`config.mk`:
```
export PLATFORM = sky130hd
export DESIGN_NAME = exc_commit_ctrl
export DESIGN_NICKNAME = d
export VERILOG_FILES = /design/src/rtl/exc_commit_ctrl.sv
export SDC_FILE = /design/constraint.sdc
export NUM_CORES = 1
export LEC_CHECK = 0
export ABC_AREA = 1
export BUFFER_PORTS_ARGS = -buffer_cell sky130_fd_sc_hd__buf_4
export CAP_MARGIN = 20
export CORE_AREA = 5 5 160 162
export CTS_CLUSTER_DIAMETER = 100
export CTS_CLUSTER_SIZE = 12
export DETAILED_ROUTE_END_ITERATION = 7
export DIE_AREA = 0 0 165 167
export MAX_ROUTING_LAYER = met4
export PLACE_DENSITY = 0.65
export SLEW_MARGIN = 10
export SYNTH_ARGS = -nofsm -noshare
export SYNTH_HDL_FRONTEND = slang
export SYNTH_SLANG_ARGS = --single-unit
export TNS_END_PERCENT = 5
```
`constraint.sdc`:
```
create_clock -name clk -period 4.1 [get_ports clk]
set_input_delay 0.41 -clock clk [delete_from_list [all_inputs] [get_ports clk]]
set_output_delay 0.41 -clock clk [all_outputs]
set_load 0.03 [all_outputs]
```
`src/rtl/exc_commit_ctrl.sv`:
```
// Exception commit stage: selects the oldest exception of the dual-issue MEM pair, registers
// the CP0 bundle, pulses flush and redirects fetch. Optional macro CP0_BYPASS_EN forwards a same-cycle mtc0.
module exc_commit_ctrl #(
  parameter int unsigned ADDR_W     = 32,
  parameter logic [31:0] EXC_OFFSET = 32'h0000_0180,
  parameter logic [4:0]  ERET_CODE  = 5'h0e
) (
  input  logic              clk,
  input  logic              rst,
  input  logic              slot1_valid_i,
  input  logic              slot2_valid_i,
  input  logic [8:0]        slot1_exc_i,
  input  logic [8:0]        slot2_exc_i,
  input  logic [ADDR_W-1:0] inst1_addr_i,
  input  logic [ADDR_W-1:0] inst2_addr_i,
  input  logic              is_in_delayslot1_i,
  input  logic              is_in_delayslot2_i,
  input  logic [ADDR_W-1:0] mem_addr1_i,
  input  logic [ADDR_W-1:0] mem_addr2_i,
  input  logic [31:0]       status_i,
  input  logic [31:0]       cause_i,
  input  logic [31:0]       epc_i,
  input  logic [31:0]       ebase_i,
  input  logic              redirect_ready_i,
`ifdef CP0_BYPASS_EN
  input  logic              cp0_we_i,
  input  logic [4:0]        cp0_waddr_i,
  input  logic [31:0]       cp0_wdata_i,
`endif
  output logic              exception_flag_o,
  output logic [4:0]        exception_type_o,
  output logic              exception_first_inst_o,
  output logic [ADDR_W-1:0] inst1_addr_o,
  output logic [ADDR_W-1:0] inst2_addr_o,
  output logic              is_in_delayslot1_o,
  output logic              is_in_delayslot2_o,
  output logic [ADDR_W-1:0] mem_addr_o,
  output logic              flush_o,
  output logic              stall_o,
  output logic              redirect_valid_o,
  output logic [ADDR_W-1:0] redirect_pc_o,
  output logic              dbg_state_o
);

  // Bit positions inside slotN_exc_i = {eret,tr,ov,ri,bp,sys,ades,adel_mem,adel_if}
  localparam int B_ADEL_IF  = 0;
  localparam int B_ADEL_MEM = 1;
  localparam int B_ADES     = 2;
  localparam int B_SYS      = 3;
  localparam int B_BP       = 4;
  localparam int B_RI       = 5;
  localparam int B_OV       = 6;
  localparam int B_TR       = 7;
  localparam int B_ERET     = 8;

  localparam logic [4:0] C_INT  = 5'd0;
  localparam logic [4:0] C_ADEL = 5'd4;
  localparam logic [4:0] C_ADES = 5'd5;
  localparam logic [4:0] C_SYS  = 5'd8;
  localparam logic [4:0] C_BP   = 5'd9;
  localparam logic [4:0] C_RI   = 5'd10;
  localparam logic [4:0] C_OV   = 5'd12;
  localparam logic [4:0] C_TR   = 5'd13;

  typedef enum logic [0:0] {
    S_IDLE     = 1'b0,
    S_REDIRECT = 1'b1
  } state_t;

  state_t r_state;
  state_t w_state_nxt;

  logic [31:0]       w_status;
  logic [31:0]       w_cause;
  logic [31:0]       w_epc;
  logic              w_intr;
  logic              w_slot1_hit;
  logic              w_slot2_hit;
  logic              w_take;
  logic [4:0]        w_code;
  logic [ADDR_W-1:0] w_mem_addr;
  logic [ADDR_W-1:0] w_target;
  logic              w_redirect_valid;
  logic              w_unused;

  logic              r_flag;
  logic [4:0]        r_type;
  logic              r_first;
  logic [ADDR_W-1:0] r_inst1_addr;
  logic [ADDR_W-1:0] r_inst2_addr;
  logic              r_ds1;
  logic              r_ds2;
  logic [ADDR_W-1:0] r_mem_addr;
  logic [ADDR_W-1:0] r_redirect_pc;

`ifdef CP0_BYPASS_EN
  assign w_status = (cp0_we_i && cp0_waddr_i == 5'd12) ? cp0_wdata_i : status_i;
  assign w_cause  = (cp0_we_i && cp0_waddr_i == 5'd13) ? cp0_wdata_i : cause_i;
  assign w_epc    = (cp0_we_i && cp0_waddr_i == 5'd14) ? cp0_wdata_i : epc_i;
`else
  assign w_status = status_i;
  assign w_cause  = cause_i;
  assign w_epc    = epc_i;
`endif

  assign w_unused = ^{w_status[31:16], w_status[7:2], w_cause[31:16], w_cause[7:0]};

  // Highest-priority exception code of one slot; an interrupt outranks everything.
  function automatic logic [4:0] f_exc_code(input logic [8:0] exc, input logic intr);
    logic [4:0] code;
    if (intr)                   code = C_INT;
    else if (exc[B_ADEL_IF])    code = C_ADEL;
    else if (exc[B_RI])         code = C_RI;
    else if (exc[B_OV])         code = C_OV;
    else if (exc[B_TR])         code = C_TR;
    else if (exc[B_SYS])        code = C_SYS;
    else if (exc[B_BP])         code = C_BP;
    else if (exc[B_ADEL_MEM])   code = C_ADEL;
    else if (exc[B_ADES])       code = C_ADES;
    else                        code = ERET_CODE;
    return code;
  endfunction

  assign w_intr      = w_status[0] & ~w_status[1] & (|(w_status[15:8] & w_cause[15:8]));
  assign w_slot1_hit = slot1_valid_i & (w_intr | (|slot1_exc_i));
  assign w_slot2_hit = slot2_valid_i & (|slot2_exc_i);
  assign w_take      = (r_state == S_IDLE) & (w_slot1_hit | w_slot2_hit);

  assign w_code      = w_slot1_hit ? f_exc_code(slot1_exc_i, w_intr)
                                   : f_exc_code(slot2_exc_i, 1'b0);
  assign w_mem_addr  = w_slot1_hit ? mem_addr1_i : mem_addr2_i;
  assign w_target    = (w_code == ERET_CODE) ? ADDR_W'(w_epc)
                                             : ADDR_W'(ebase_i) + ADDR_W'(EXC_OFFSET);

  always_ff @(posedge clk or negedge rst) begin
    if (!rst) r_state <= S_IDLE;
    else      r_state <= w_state_nxt;
  end

  // Handshake: redirect_valid_o rises with the exception pulse and holds redirect_pc_o stable
  // until a cycle with redirect_ready_i=1; that cycle completes the transfer.
  always_comb begin
    w_state_nxt      = r_state;
    w_redirect_valid = 1'b0;
    case (r_state)
      S_IDLE: begin
        if (w_take) w_state_nxt = S_REDIRECT;
      end
      S_REDIRECT: begin
        w_redirect_valid = 1'b1;
        if (redirect_ready_i) w_state_nxt = S_IDLE;
      end
      default: w_state_nxt = S_IDLE;
    endcase
  end

  always_ff @(posedge clk or negedge rst) begin
    if (!rst) begin
      r_flag        <= 1'b0;
      r_type        <= '0;
      r_first       <= 1'b0;
      r_inst1_addr  <= '0;
      r_inst2_addr  <= '0;
      r_ds1         <= 1'b0;
      r_ds2         <= 1'b0;
      r_mem_addr    <= '0;
      r_redirect_pc <= '0;
    end else begin
      r_flag <= w_take;
      if (w_take) begin
        r_type        <= w_code;
        r_first       <= w_slot1_hit;
        r_inst1_addr  <= inst1_addr_i;
        r_inst2_addr  <= inst2_addr_i;
        r_ds1         <= is_in_delayslot1_i;
        r_ds2         <= is_in_delayslot2_i;
        r_mem_addr    <= w_mem_addr;
        r_redirect_pc <= w_target;
      end
    end
  end

  assign exception_flag_o       = r_flag;
  assign flush_o                = r_flag;
  assign exception_type_o       = r_type;
  assign exception_first_inst_o = r_first;
  assign inst1_addr_o           = r_inst1_addr;
  assign inst2_addr_o           = r_inst2_addr;
  assign is_in_delayslot1_o     = r_ds1;
  assign is_in_delayslot2_o     = r_ds2;
  assign mem_addr_o             = r_mem_addr;
  assign redirect_pc_o          = r_redirect_pc;
  assign redirect_valid_o       = w_redirect_valid;
  assign stall_o                = w_redirect_valid;
  assign dbg_state_o            = r_state;

endmodule

```
==> results.cfg, run 1 <==
[synthesis]
yosys_warnings = 0
synth.distinct_cells = 31
synth_edf_count = 0
yosys_register_bits = 137
synth-main-ff-cell = dfrtp_1
netlist_area_um2 = 7130
synthArstFlopShare = 1.00
synth_seq_area_share = 0.481
synth_fp_nets = 1220
synth_area_per_cell_um2 = 7.60
synth_cells = 938

[grt]
overflow = 0
grt_pass1_vias = 7091
antenna_found_initial = 0
grt_max_degree = 91
grt_use_total = 0.179
grt_first_pass_wirelength_mm = 38.1

[clocking]
post-cts-setup-buffers = 0
cts_tree = yes
insertion_delay_ns = 0.42
htreeDepth = 4
clockBufferDepth = 2
cts.clk_slew.worst_paths_ns = 0.07
clock-sinks = 137
cts_resized = 0
root_buffer = clkbuf_16
hold_buffers = 0
numCtsBuffers = 17

[timing]
rsz0062_at_grt = false
worst_slew_pin_slew_ns = 0.856
finalClockSkew_ns = 0.0129
final_hold_viol_count = 0
setup_viol = 0
fin_crit_sh = 0.693
slew_headroom = 0.429
clock.fmax_mhz = 352
finalSetupTns_ns = 0
post-route-min-period_ns = 2.84
drv_slew = 0

[detailed_routing]
ant_nets = 0
drtIter0Drc = 469
vias_per_cell = 4.44
num_vias = 7232
dr.pass1.iters = 5
drc = 0
drt_wl_total_mm = 24.9
wl_per_cell_um = 15.3

[placed_design]
dp.final_hpwl_mm = 19.0
gp_congestion = 0.912
place_area_um2 = 10100
portBuffers = 374
dpl.cell_count = 1597

[critical_path]
crit_family = simple AND/OR/NAND/NOR gates
critPathBufInv = 4
reg2regPathDepth = 6
path_max_fanout = 62
cp.depth = 14
setup.worst_path.end = exception_type_o[0]$_DFFE_PN0P_
reg2reg_setup_slack_ns = 1.84
cpMaxStageDelayCell = buf_4
critical_path_arrival_ns = 3.11
path_cells = buf_4 -> nand2_1 -> nand2_1 -> nor2_1 -> nand2_1 -> nand2_1 -> nand2_1 -> nand2_4 -> inv_4 -> nand2_4 -> nand2_8 -> clkinv_2 -> buf_4 -> o21ai_0
worstSetupStartpoint = status_i[13]
path_class = in -> reg
critPathRequiredTime_ns = 4.37
rr_startpoint = dbg_state_o$_DFF_PN0_
max_stage_delay_ns = 0.53
cpMostUsedCell = nand2_1
endpoint_kind = flop
r2r_end = inst1_addr_o[25]$_DFFE_PN0P_
crit_path_start_kind = input pin

[power]
ir_drop_uv = 332
total_leakage_power_nw = 5.87
power_density_nw_per_um2 = 665

[layout]
area_growth_pct = 50.8
final_nets = 1574
final_area_um2 = 10800
nFillCells = 2445
instances_no_fill = 1629
layout-drive-gt1-share = 0.342
final_common_cell = nand2_1
num_antenna_cells = 0
layout_common_cells = 436 x nand2_1, 382 x buf_4, 137 x dfrtp_1

[run_status]
status = complete, no violations

[die]
die_w_um = 165
row_count = 57
die-area_um2 = 27600
core_area_um2 = 24000
die_height_um = 167
io-pin-count = 422
start_util = 0.298

[hold_path]
hp-class = in -> async

[flow_run]
cap_violations = 0
area by class of cell:
cell class	count	area (µm²)	area share
clock buffer	17	425	0.0395
clock inverter	15	225	0.0209
inverter	78	297	0.0276
multi-input combinational	675	3100	0.288
sequential	137	3430	0.319
tap	324	405	0.0377
timing repair buffer	383	2880	0.268
cell usage after synthesis (all sizes together) (4+ instances only):
| cell | instances | area share |
|---|---|---|
| dfrtp | 137 | 0.48 |
| inv | 78 | 0.041 |
| nand4 | 8 | 0.0070 |
| nor3 | 10 | 0.0070 |
| clkbuf | 6 | 0.0032 |
| xnor2 | 5 | 0.0061 |
| buf | 42 | 0.042 |
| nand3 | 106 | 0.088 |
| o21ai | 8 | 0.0056 |
| nor2 | 37 | 0.020 |
| nand3b | 4 | 0.0042 |
| nand2 | 442 | 0.24 |
| o21a | 32 | 0.034 |
| a21oi | 5 | 0.0035 |
| xor2 | 12 | 0.015 |
per-stage QoR:
step	worst slack (ns)	total power, mW	util	hold WS (ns)
3_3_place_gp	0.846	5.47	0.422	0.454
2_1_floorplan	2.35	4.15	-	0.114
4_1_cts	1.30	7.25	0.449	0.111
3_5_place_dp	0.860	5.51	0.422	0.459
5_1_grt	1.03	7.57	0.449	0.129
6_report	1.26	7.15	0.449	0.0754
registers in the layout, summed over array words and instances, names as in the netlist:
| signal | flops |
|---|---|
| is_in_delayslot1_o | 1 |
| inst1_addr_o | 32 |
| exception_type_o | 4 |
| exception_first_inst_o | 1 |
| inst2_addr_o | 32 |
| is_in_delayslot2_o | 1 |
| mem_addr_o | 32 |
| exception_flag_o | 1 |
| redirect_pc_o | 32 |
| dbg_state_o | 1 |
report_power, final:
part | internal [mW] | switching [mW]
clock | 1.00 | 0.697
combinational | 1.17 | 2.10
sequential | 1.89 | 0.300
worst min-delay path by stage:
stage                                       from                      endpoint  slack [ns]  cells after the start
global placement    inst2_addr_o[13]$_DFFE_PN0P_  inst2_addr_o[13]$_DFFE_PN0P_        0.45                      2
detailed placement  inst1_addr_o[31]$_DFFE_PN0P_  inst1_addr_o[31]$_DFFE_PN0P_        0.46                      2
finish                                       rst  inst1_addr_o[24]$_DFFE_PN0P_        0.08                      1
CTS                                          rst  inst2_addr_o[24]$_DFFE_PN0P_        0.11                      1
floorplan                                    rst         dbg_state_o$_DFF_PN0_        0.11                      0
global route                                 rst  inst1_addr_o[27]$_DFFE_PN0P_        0.13                      1
layer usage:
layer	track usage	wire length (µm)	vias to the layer above
met3	0.0418	1820	21
met1	0.228	10800	3337
met4	0.0430	344	0
met5	-	0	-
li1	-	-	3624
met2	0.289	12000	250
kinds of logic after synthesis:
| logic type | share of synthesized area |
|---|---|
| simple gates | 0.365 |
| xor+xnor | 0.0209 |
| other cells | 0.000526 |
| fa+ha+maj | 0.00175 |
| flops | 0.481 |
| buf+inv | 0.0861 |
| compound gates | 0.0447 |
(Power assumes the default switching activity.)
==> inputs of run 2 (changes only) <==
Clock period 4.1 ns to 2.8 ns, I/O delays scaled along.
==> run 2 against run 1 <==
  * Die area stayed put
  * Power is 44% higher
  * Critical path depth grew 1
  * Via count grew 0.44%
  * Global-route usage up 0.44 points
  * First-iteration DRC count grew 0.43%
  * Combinational power grew 47%
  * Utilization about the same
  * Design area about the same
  * Sequential share of layout area is essentially flat
  * Non-clock buffer count is 2 higher
  * Clock power grew 36%
  * Critical endpoint is now redirect_pc_o[20]$_DFFE_PN0P_
  * Largest power group unchanged
  * Highest routed layer unchanged
==> results.cfg, run 2 (same netlist as run 1, synthesis figures left out) <==
[critical_path]
crit_family = simple AND/OR/NAND/NOR gates
endpoint_kind = flop
path_cells = buf_4 -> nand2_1 -> nand2_1 -> nor2_1 -> nand2_1 -> nand2_1 -> nand2_1 -> nand2_4 -> buf_4 -> nand2_1 -> nand2_2 -> nand2_2 -> nand2_1 -> nand3_1 -> nand2_1
path_max_fanout = 32
critical_path_arrival_ns = 2.50
cpMostUsedCell = nand2_1
critPathRequiredTime_ns = 3.15
cpMaxStageDelayCell = nand2_2
path_class = in -> reg
crit_path_start_kind = input pin
critPathBufInv = 2
max_stage_delay_ns = 0.38

[clocking]
numCtsBuffers = 17
insertion_delay_ns = 0.42
post-cts-setup-buffers = 0
clock-sinks = 137
cts_resized = 0
cts_tree = yes
cts.clk_slew.worst_paths_ns = 0.07
htreeDepth = 4
root_buffer = clkbuf_16
clockBufferDepth = 2

[power]
power.total_mw = 10.3
seqPwrFrac = 0.309
power.share.clock = 0.224
ir_drop_uv = 343
internal-power_mw = 5.78
power_density_nw_per_um2 = 959
switchingPower_mw = 4.55
combPwrFrac = 0.467
swShare = 0.440
total_leakage_power_nw = 5.87

[detailed_routing]
ant_nets = 0
wl_per_cell_um = 15.3
drtIter0Drc = 471
num_vias = 7264
vias_per_cell = 4.45
drt_wl_total_mm = 25.0
dr.pass1.iters = 5
drc = 0

[layout]
final_common_cell = nand2_1
area_growth_pct = 50.9
instances_no_fill = 1631
final_nets = 1576
layout_common_cells = 436 x nand2_1, 380 x buf_4, 137 x dfrtp_1
num_antenna_cells = 0
layout-drive-gt1-share = 0.342
finish.utilization = 0.449

[die]
core_area_um2 = 24000
die_w_um = 165
io-pin-count = 422
die-area_um2 = 27600
start_util = 0.298
row_count = 57
die_height_um = 167

[timing]
slew_headroom = 0.557
post-route-min-period_ns = 2.15
final_hold_viol_count = 0
setup_viol = 0
clock.fmax_mhz = 465
fin_crit_sh = 0.768
worst_slew_pin_slew_ns = 0.665
drv_slew = 0
finalClockSkew_ns = 0.00839
finalSetupTns_ns = 0
rsz0062_at_grt = false
worst_slack_ns = 0.650

[grt]
grt_max_degree = 109
antenna_found_initial = 0
overflow = 0
grt_first_pass_wirelength_mm = 39.0
grt_use_total = 0.184
grt_pass1_vias = 7155

[placed_design]
dpl.cell_count = 1598
gp_congestion = 0.893
dp.final_hpwl_mm = 18.9
place_ws_ns = 0.218
portBuffers = 374

[flow_run]
cap_violations = 0

[hold_path]
hp-class = in -> reg

[run_status]
status = complete, no violations
## run 2: changes by cell type in the layout (fill, tap and decap cells not counted), sizes merged
cell | before | now
dlygate4sd3 | 0 | 1
clkinvlp | 0 | 2
clkinv | 4 | 3
buf | 383 | 384
bufinv | 3 | 1
inv | 86 | 87
## run 2: final timing paths
| check | from | to | slack, ns | depth (start not counted) |
|---|---|---|---|---|
| worst max-delay path | status_i[15] | redirect_pc_o[20]$_DFFE_PN0P_ | 0.65 | 15 |
| worst min-delay path | redirect_ready_i | dbg_state_o$_DFF_PN0_ | 0.03 | 2 |
| worst max register to register | dbg_state_o$_DFF_PN0_ | inst1_addr_o[29]$_DFFE_PN0P_ | 0.89 | 6 |
| worst min register to register | inst1_addr_o[18]$_DFFE_PN0P_ | inst1_addr_o[18]$_DFFE_PN0P_ | 0.47 | 2 |
| max in group asynchronous | rst | mem_addr_o[29]$_DFFE_PN0P_ | 1.67 | 3 |
| min in group asynchronous | rst | inst1_addr_o[27]$_DFFE_PN0P_ | 0.34 | 2 |
## run 2: power groups by stage
stage	combinational [mW]	sequential, mW	clock, mW
after floorplan	1.29	4.79	0
after global placement	4.84	3.20	0
after detailed placement	4.88	3.21	0
after CTS	4.88	3.19	2.38
after global routing	5.16	3.30	2.48
final	4.82	3.19	2.31
## run 2: final cells by class
class | instances | area (µm²)
Clock buffer | 17 | 425
Sequential cell | 137 | 3430
Clock inverter | 15 | 173
Fill cell | 2460 | 13200
Timing Repair Buffer | 385 | 2930
Tap cell | 324 | 405
Inverter | 78 | 297
Multi-Input combinational cell | 675 | 3100
## run 2: worst register-to-register path, cell delays in order, from the launching register on
cell and delay (ns):
dfrtp_1 0.45, inv_1 0.18, nand3_1 0.22, nand2_8 0.15, buf_4 0.54, nand2_1 0.20, nand2_1 0.11
## run 2: timing repair
item	in CTS	in global routing
hold endpoints to repair	36	0
hold buffers	1	0
endpoints found under the setup margin	0	0
## run 2: per-stage QoR
stage          cell area, µm²  hold slack [ns]
3_3_place_gp            10200            0.219
4_1_cts                 10800           0.0129
2_1_floorplan            7130          -0.0156
5_1_grt                 10800           0.0169
3_5_place_dp            10200            0.222
6_report                10800           0.0319
## run 2: routing by layer
layer,share of wire,track usage,vias to the layer above
li1,-,-,3635
met1,0.43,0.232,3352
met2,0.48,0.292,243
met3,0.070,0.0420,34
met4,0.021,0.0575,0
met5,0,-,-
